`src/rtl/cnn_pkg.sv`:
```
// Shared definitions for the convolution engine: sequencer state encoding and
// default geometry constants used by the window buffer and multiply-adder trees.
package cnn_pkg;

    typedef enum logic [2:0] {
        ST_IDLE,
        ST_LOAD,
        ST_SHIFT_UP,
        ST_SCAN,
        ST_DRAIN
    } state_t;

    localparam int DEF_IMG_W      = 320;
    localparam int DEF_IMG_H      = 240;
    localparam int DEF_K          = 8;
    localparam int DEF_MA_LATENCY = 6;

endpackage

```
`src/rtl/valid_delay.sv`:
```
// Fixed-length valid shift register with asynchronous clear; aligns the window
// strobe with the rectified result leaving the multiply-adder pipeline.
module valid_delay #(
    parameter int STAGES = 6
) (
    input  logic clock,
    input  logic reset,
    input  logic din,
    output logic dout
);

    logic [STAGES-1:0] vld_p;

    generate
        if (STAGES == 1) begin : g_single
            always_ff @(posedge clock or posedge reset) begin
                if (reset) vld_p <= '0;
                else       vld_p <= din;
            end
        end else begin : g_chain
            always_ff @(posedge clock or posedge reset) begin
                if (reset) vld_p <= '0;
                else       vld_p <= {vld_p[STAGES-2:0], din};
            end
        end
    endgenerate

    assign dout = vld_p[STAGES-1];

endmodule

```
`src/rtl/window_scan_ctrl.sv`:
```
// Shifting-window sequencer: loads raster rows into the window buffer, scans one
// window per cycle once K rows are present, and generates feature-map write-back.
module window_scan_ctrl
    import cnn_pkg::*;
#(
    parameter int IMG_W      = DEF_IMG_W,
    parameter int IMG_H      = DEF_IMG_H,
    parameter int K          = DEF_K,
    parameter int MA_LATENCY = DEF_MA_LATENCY,
    localparam int XW = $clog2(IMG_W),
    localparam int YW = $clog2(K),
    localparam int AW = $clog2((IMG_W - K + 1) * (IMG_H - K + 1))
) (
    input  logic          clock,
    input  logic          reset,
    input  logic          frame_start,
    input  logic          pixel_valid,
    output logic          pixel_ready,
    output logic          shift_left,
    output logic          shift_up,
    output logic [XW-1:0] kernel_x,
    output logic [YW-1:0] kernel_y,
    output logic          window_valid,
    output logic          fm_wr_en,
    output logic [AW-1:0] fm_wr_addr,
    output logic          busy,
    output logic          frame_done
);

    localparam int RW = $clog2(IMG_H + 1);
    localparam int DW = (MA_LATENCY > 1) ? $clog2(MA_LATENCY) : 1;

    localparam logic [XW-1:0] COL_LAST   = XW'(IMG_W - 1);
    localparam logic [XW-1:0] KX_FIRST   = XW'(K - 1);
    localparam logic [RW-1:0] ROW_K      = RW'(K);
    localparam logic [RW-1:0] ROW_LAST   = RW'(IMG_H);
    localparam logic [DW-1:0] DRAIN_LAST = DW'(MA_LATENCY - 1);

    state_t        state;
    logic [XW-1:0] col;
    logic [RW-1:0] row;
    logic [RW-1:0] row_next;
    logic [DW-1:0] drain_cnt;
    logic          accept;
    logic          start_ok;

    assign accept     = pixel_valid & pixel_ready;
    assign shift_left = accept;
    assign kernel_y   = YW'(K - 1);
    assign row_next   = row + 1'b1;
    assign start_ok   = (state == ST_IDLE) & frame_start;

    // Outputs are registered, so each transition sets the values for the state being entered.
    always_ff @(posedge clock or posedge reset) begin
        if (reset) begin
            state        <= ST_IDLE;
            col          <= '0;
            row          <= '0;
            drain_cnt    <= '0;
            pixel_ready  <= 1'b0;
            shift_up     <= 1'b0;
            window_valid <= 1'b0;
            kernel_x     <= '0;
            busy         <= 1'b0;
            frame_done   <= 1'b0;
        end else begin
            shift_up   <= 1'b0;
            frame_done <= 1'b0;
            case (state)
                ST_IDLE: begin
                    if (frame_start) begin
                        col         <= '0;
                        row         <= '0;
                        state       <= ST_LOAD;
                        pixel_ready <= 1'b1;
                        busy        <= 1'b1;
                    end
                end
                ST_LOAD: begin
                    if (accept) begin
                        col <= col + 1'b1;
                        if (col == COL_LAST) begin
                            state       <= ST_SHIFT_UP;
                            pixel_ready <= 1'b0;
                            shift_up    <= 1'b1;
                        end
                    end
                end
                ST_SHIFT_UP: begin
                    col <= '0;
                    row <= row_next;
                    if (row_next >= ROW_K) begin
                        state        <= ST_SCAN;
                        window_valid <= 1'b1;
                        kernel_x     <= KX_FIRST;
                    end else begin
                        state       <= ST_LOAD;
                        pixel_ready <= 1'b1;
                    end
                end
                ST_SCAN: begin
                    if (kernel_x == COL_LAST) begin
                        window_valid <= 1'b0;
                        if (row == ROW_LAST) begin
                            state     <= ST_DRAIN;
                            drain_cnt <= '0;
                        end else begin
                            state       <= ST_LOAD;
                            pixel_ready <= 1'b1;
                        end
                    end else begin
                        kernel_x <= kernel_x + 1'b1;
                    end
                end
                ST_DRAIN: begin
                    if (drain_cnt == DRAIN_LAST) begin
                        state      <= ST_IDLE;
                        busy       <= 1'b0;
                        frame_done <= 1'b1;
                    end else begin
                        drain_cnt <= drain_cnt + 1'b1;
                    end
                end
                default: begin
                    state       <= ST_IDLE;
                    pixel_ready <= 1'b0;
                    busy        <= 1'b0;
                end
            endcase
        end
    end

    valid_delay #(
        .STAGES(MA_LATENCY)
    ) u_valid_delay (
        .clock(clock),
        .reset(reset),
        .din  (window_valid),
        .dout (fm_wr_en)
    );

    always_ff @(posedge clock or posedge reset) begin
        if (reset)         fm_wr_addr <= '0;
        else if (start_ok) fm_wr_addr <= '0;
        else if (fm_wr_en) fm_wr_addr <= fm_wr_addr + 1'b1;
    end

endmodule

```
`config.mk`:
```
export PLATFORM = sky130hd
export DESIGN_NAME = window_scan_ctrl
export DESIGN_NICKNAME = d
export VERILOG_FILES = /design/src/rtl/cnn_pkg.sv /design/src/rtl/valid_delay.sv /design/src/rtl/window_scan_ctrl.sv
export SDC_FILE = /design/constraint.sdc
export NUM_CORES = 1
export LEC_CHECK = 0
export ABC_AREA = 1
export CAP_MARGIN = 30
export CORE_MARGIN = 4
export CORE_UTILIZATION = 59
export CTS_BUF_LIST = sky130_fd_sc_hd__clkbuf_8
export CTS_CLUSTER_DIAMETER = 120
export DETAILED_ROUTE_END_ITERATION = 12
export DONT_BUFFER_PORTS = 1
export PLACE_DENSITY = 0.84
export SYNTH_ARGS = -nofsm -noshare
export SYNTH_HDL_FRONTEND = slang
export SYNTH_HIERARCHICAL = 1
export SYNTH_SLANG_ARGS = --single-unit
```
`constraint.sdc`:
```
create_clock -name clock -period 2.1 [get_ports clock]
set_clock_uncertainty 0.05 [all_clocks]
set_input_delay 0.42 -clock clock [delete_from_list [all_inputs] [get_ports clock]]
set_output_delay 0.42 -clock clock [all_outputs]
set_load 0.02 [all_outputs]
```
==> Word level (Yosys, flattened, before mapping) <==
Cells that the tools add are included.
{ "totals": {"reg_bits": 60, "latchBits": 0, "mem_bits_rw": 0, "rom_bits": 0, "out_inout_bits": 36, "memories": 0} }
{ "op_classes": {"addsub": 5, "mul": 0, "div_mod_pow": 0, "magnitude_cmp": 1, "eq_ne": 19, "shift": 0, "muxes": 39, "n_bitwise": 4, "reduce_logical": 15} }
{ "op_table": {"columns": ["operator", "count"], "rows": [
  ["$mux W9", 4],
  ["$mux W17", 2],
  ["$mux W3", 9],
  ["$pmux W9 S3", 1],
  ["$ne A2 B2 Y1 const B", 11],
  ["$add A9 B1 Y9 const B", 2],
  ["$eq A9 B9 Y1 const B", 2],
  ["$pmux W9 S2", 1],
  ["$add A17 B1 Y17 const B", 1],
  ["$pmux W8 S2", 1],
  ["$pmux W3 S5", 1],
  ["$mux W1", 14],
  ["$reduce_and A3 Y1", 4],
  ["$add A8 B1 Y8 const B", 1],
  ["$eq A8 B8 Y1 const B", 1],
  ["$ge A8 B4 Y1 const B", 1],
  ["$mux W8", 1],
  ["$reduce_bool A2 Y1", 4],
  ["$reduce_and A7 Y1", 1],
  ["$eq A3 B2 Y1 const B", 2],
  ["$eq A3 B3 Y1 const B", 2],
  ["$pmux W3 S2", 1],
  ["$pmux W1 S5", 1],
  ["$reduce_and A5 Y1", 1],
  ["12 further kinds", 14]
]} }

==> Longest topological paths before layout <==
{ "depth": {"depth_word": 4, "mapped_depth": 12, "ltp_nobuf": 12} }

==> By module <==
Netlist, hierarchy kept.
{ "modules_own_cells": {"columns": ["module", "n_inst", "cells_each", "area_each_um2", "seq_area_each_um2"], "rows": [
  ["window_scan_ctrl", 1, 408, 3146.8, 1351.3],
  ["valid_delay", 1, 7, 153.9, 150.1]
]} }

==> Least setup slack after synthesis <==
OpenSTA, ideal clock, no wires.
{ "synth_timing": {"path_kind": "register to register", "start": "register kernel_x[1]", "end": "register drain_cnt[0]", "setup_time_ns": 0.119, "arrival_time_ns": 1.514, "t_required_ns": 1.931, "path_slack_ns": 0.417, "path_stages_with_launch": 8, "path_cell_list": "dfrtp_1 -> ha_1 -> nand2_1 -> nor3_4 -> nand2_4 -> o21ai_4 -> o21ai_1 -> o21a_1"} }
{ "synth_via": {"elab_chain_len": 3} }
{ "synth_lines": {"columns": ["item", "line_no", "source"], "rows": [
  ["start, declared", "window_scan_ctrl.sv:21", "output logic [XW-1:0] kernel_x,"],
  ["start signal, assigned", "window_scan_ctrl.sv:112", "kernel_x <= kernel_x + 1'b1;"],
  ["$eq A9 B9 Y1", "window_scan_ctrl.sv:102", "if (kernel_x == COL_LAST) begin"],
  ["$ne A2 B2 Y1 (no source line)", null, null],
  ["$reduce_and A4 Y1 (no source line)", null, null],
  ["end signal, assigned", "window_scan_ctrl.sv:121", "drain_cnt <= drain_cnt + 1'b1;"],
  ["end, declared", "window_scan_ctrl.sv:43", "logic [DW-1:0] drain_cnt;"]
]} }
No other way between the ends.
A chain may end at the register's enable or synchronous reset.

==> Worst setup path in the final report <==
{ "layout_timing": {"start": "register fm_wr_addr[1]", "end": "register fm_wr_addr[14]"} }
{ "layout_via": {"elab_chain_len": 3} }
{ "layout_lines": {"columns": ["item", "line_no", "source"], "rows": [
  ["start, declared", "window_scan_ctrl.sv:25", "output logic [AW-1:0] fm_wr_addr,"],
  ["start signal, assigned", "window_scan_ctrl.sv:145", "else if (fm_wr_en) fm_wr_addr <= fm_wr_addr + 1'b1;"],
  ["$add A17 B1 Y17", "window_scan_ctrl.sv:145", null],
  ["$mux W17", "window_scan_ctrl.sv:145", null],
  ["$mux W17", "window_scan_ctrl.sv:144", "else if (start_ok) fm_wr_addr <= '0;"]
]} }
No other way between the ends. The select of a mux whose other input is x is not followed.

==> flow_summary.json <==
{
  "status": "finished clean",
  "antenna_cells": 0,
  "vias": 2739,
  "rrSetupSlack_ns": 0.22,
  "cts_hold_buf": 1,
  "cp-start-kind": "flop",
  "end_kind": "flop",
  "ir_drop_mv": 0.662,
  "clk_pin_slew_worst_paths_ns": 0.06,
  "fin_util_pct": 67.2,
  "ys_seq_area_share_pct": 45.5,
  "slew_violations": 0,
  "ys_ff_latch": 60,
  "numPortBuffers": 0,
  "setup_viol": 0,
  "cts_htree_levels": 3,
  "dp.cells": 488,
  "gp_congestion": 0.849,
  "grt_use_total_pct": 22.6,
  "grt_start_max_net_pins": 55,
  "clock_path_buffers": 2,
  "fin_cells": 500,
  "drive_gt1_share_pct": 13.7,
  "seq_power_share_pct": 46.3,
  "crit_required_ns": 2.32,
  "wl_per_cell_um": 13.8,
  "pwr-share-comb_pct": 32.9,
  "grt-ovfl-total": 0,
  "cts_made_buffers": 9,
  "dp_hpwl_mm": 5.12,
  "async_reset_ff_share_pct": 100,
  "syn_area_per_cell_um2": 7.95,
  "finalPower_w": 0.00376,
  "setup_tns_ns": 0,
  "p_sw_share_pct": 41.9,
  "synth_edf_count": 0,
  "core_area_um2": 5270,
  "critical_path_class": "flop to flop",
  "hold_viol_final": 0,
  "switching_power_w": 0.00157,
  "core.rowCount": 26,
  "timing.max_cap.violations": 0,
  "viasPerCell": 5.48,
  "cts_setup_buffers": 0,
  "yosysWarnings": 6,
  "rsz0062_at_grt": "false",
  "yosysTopAreaCellShare_pct": 45.5,
  "grt_pass1_wl_mm": 11.9,
  "drt_iter0_drc": 148,
  "synth_commonest_cells": "nand2_1, dfrtp_1, inv_1, nor2_1, o21ai_0",
  "finalCriticalPeriod_ns": 1.88,
  "power_density_nw_per_um2": 1060,
  "cp.arrival_ns": 2.09,
  "cts_sinks": 60,
  "die_h_um": 82.8,
  "die_width_um": 82.8,
  "cts_resized": 0,
  "worst_slew_pin_slew_ns": 0.681,
  "synth_cells": 415,
  "drtAntennaViolNets": 0,
  "root_buffer": "clkbuf_8",
  "area_delta_synth_final_pct": 7.32,
  "crit_start": "fm_wr_addr[1]",
  "finalNetCount": 441,
  "synth_cell_type_count": 38,
  "placed_area_um2": 3400,
  "relSlewSlack_pct": 54.6,
  "die_area_um2": 6860,
  "p_int_w": 0.00218,
  "min_period_over_period_pct": 89.4,
  "r2r-start": "fm_wr_addr[1]",
  "synth_ff_type": "dfrtp_1",
  "synth.most_common_cell": "nand2_1",
  "antenna_found_initial": 0,
  "clock.fmax_mhz": 532,
  "p_clk_share_pct": 20.8,
  "path_max_fanout": 4,
  "fin_area_um2": 3540,
  "yosysTopAreaCell": "dfrtp_1",
  "synth_area_leaders": "dfrtp_1, nand2_1, inv_1",
  "routed_wl_mm": 6.89,
  "cts_tree": "done",
  "start_util_pct": 62.6,
  "clk_latency_ns": 0.33,
  "ios": 40,
  "syn_area_um2": 3300,
  "firstDrtPassIters": 5,
  "drc": 0,
  "first_global_vias": 2742,
  "p_leak_nw": 1.74,
  "hold_class": "input pin to async pin"
}
-- area by class of cell --
class                           instances  area [um^2]
Clock buffer                            9          124
Clock inverter                          2         8.76
Fill cell                             445         1730
Inverter                               66          248
Multi-Input combinational cell        285         1510
Sequential cell                        60         1500
Tap cell                               70         87.6
Timing Repair Buffer                    8         62.6
-- stage by stage --
step / hold WS [ns] / setup WS, ns
floorplan: 0.161 / 0.315
global placement: 0.183 / 0.397
detailed placement: 0.193 / 0.289
CTS: 0.126 / 0.237
global route: 0.151 / 0.00453
finish: 0.0931 / 0.222
-- logic make-up (layout without fill, tap and decap cells) --
| group | count (synthesis) | count (layout) | synth area share, % |
|---|---|---|---|
| simple gates | 211 | 211 | 30.6 |
| buf+inv | 72 | 85 | 8.98 |
| flops | 60 | 60 | 45.5 |
| compound gates | 57 | 57 | 10.3 |
| fa+ha+maj | 7 | 7 | 2.65 |
| xor+xnor | 7 | 7 | 1.86 |
| other cells | 1 | 3 | 0.114 |
-- worst max-delay path, stage by stage (launching register included) --
cell and delay, ns:
dfrtp_1 0.49, ha_1 0.26, nand3_1 0.12, nor3_1 0.18, nand4_1 0.17, nor2_1 0.22
nand2_1 0.11, nand2_1 0.07, nand2_1 0.04, nor2_1 0.10
-- power groups by stage --
stage          Clock [W]  Combinational [W]  Sequential [W]
2_1_floorplan          0           0.000898         0.00175
5_1_grt         0.000862            0.00138         0.00178
3_3_place_gp           0            0.00119         0.00174
4_1_cts         0.000800            0.00124         0.00174
3_5_place_dp           0            0.00122         0.00176
6_report        0.000780            0.00124         0.00174
-- metal layers --
layer,track usage (%),part of all wire [%]
met1,27.3,42
met2,37.7,50
met3,7.99,6.9
met4,7.19,1.0
met5,0,0
-- final timing paths --
kind                            cells after the start                     end
worst max register to register                      9          fm_wr_addr[14]
worst max-delay path                                9          fm_wr_addr[14]
max in group asynchronous                           2  u_valid_delay/vld_p[2]
worst min register to register                      0  u_valid_delay/vld_p[5]
min in group clock                                  0  u_valid_delay/vld_p[5]
worst min-delay path                                2          fm_wr_addr[11]
-- flip-flops by register name, indices dropped and copies added, names as in the netlist, 3 cells and up --
name                 cells
u_valid_delay/vld_p      6
row                      8
kernel_x                 9
state                    3
drain_cnt                3
fm_wr_addr              17
col                      9
-- placed cells by master, fill, tap and decap left out, drive strengths merged --
master	n
and2	1
clkbuf	9
dfrtp	60
buf	7
a211oi	1
ha	7
nor3	16
a21oi	11
nor3b	3
o21a	2
o22ai	2
clkinv	1
o21bai	1
o21ai	34
conb	3
or2	1
inv	67
nand2	104
nor2	49
xor2	5
o31ai	3
a31oi	3
dlygate4sd3	1
xnor2	2
nand3	22
nor4	1
nand3b	1
nand4	13
Power figures use the tool's default switching activity.
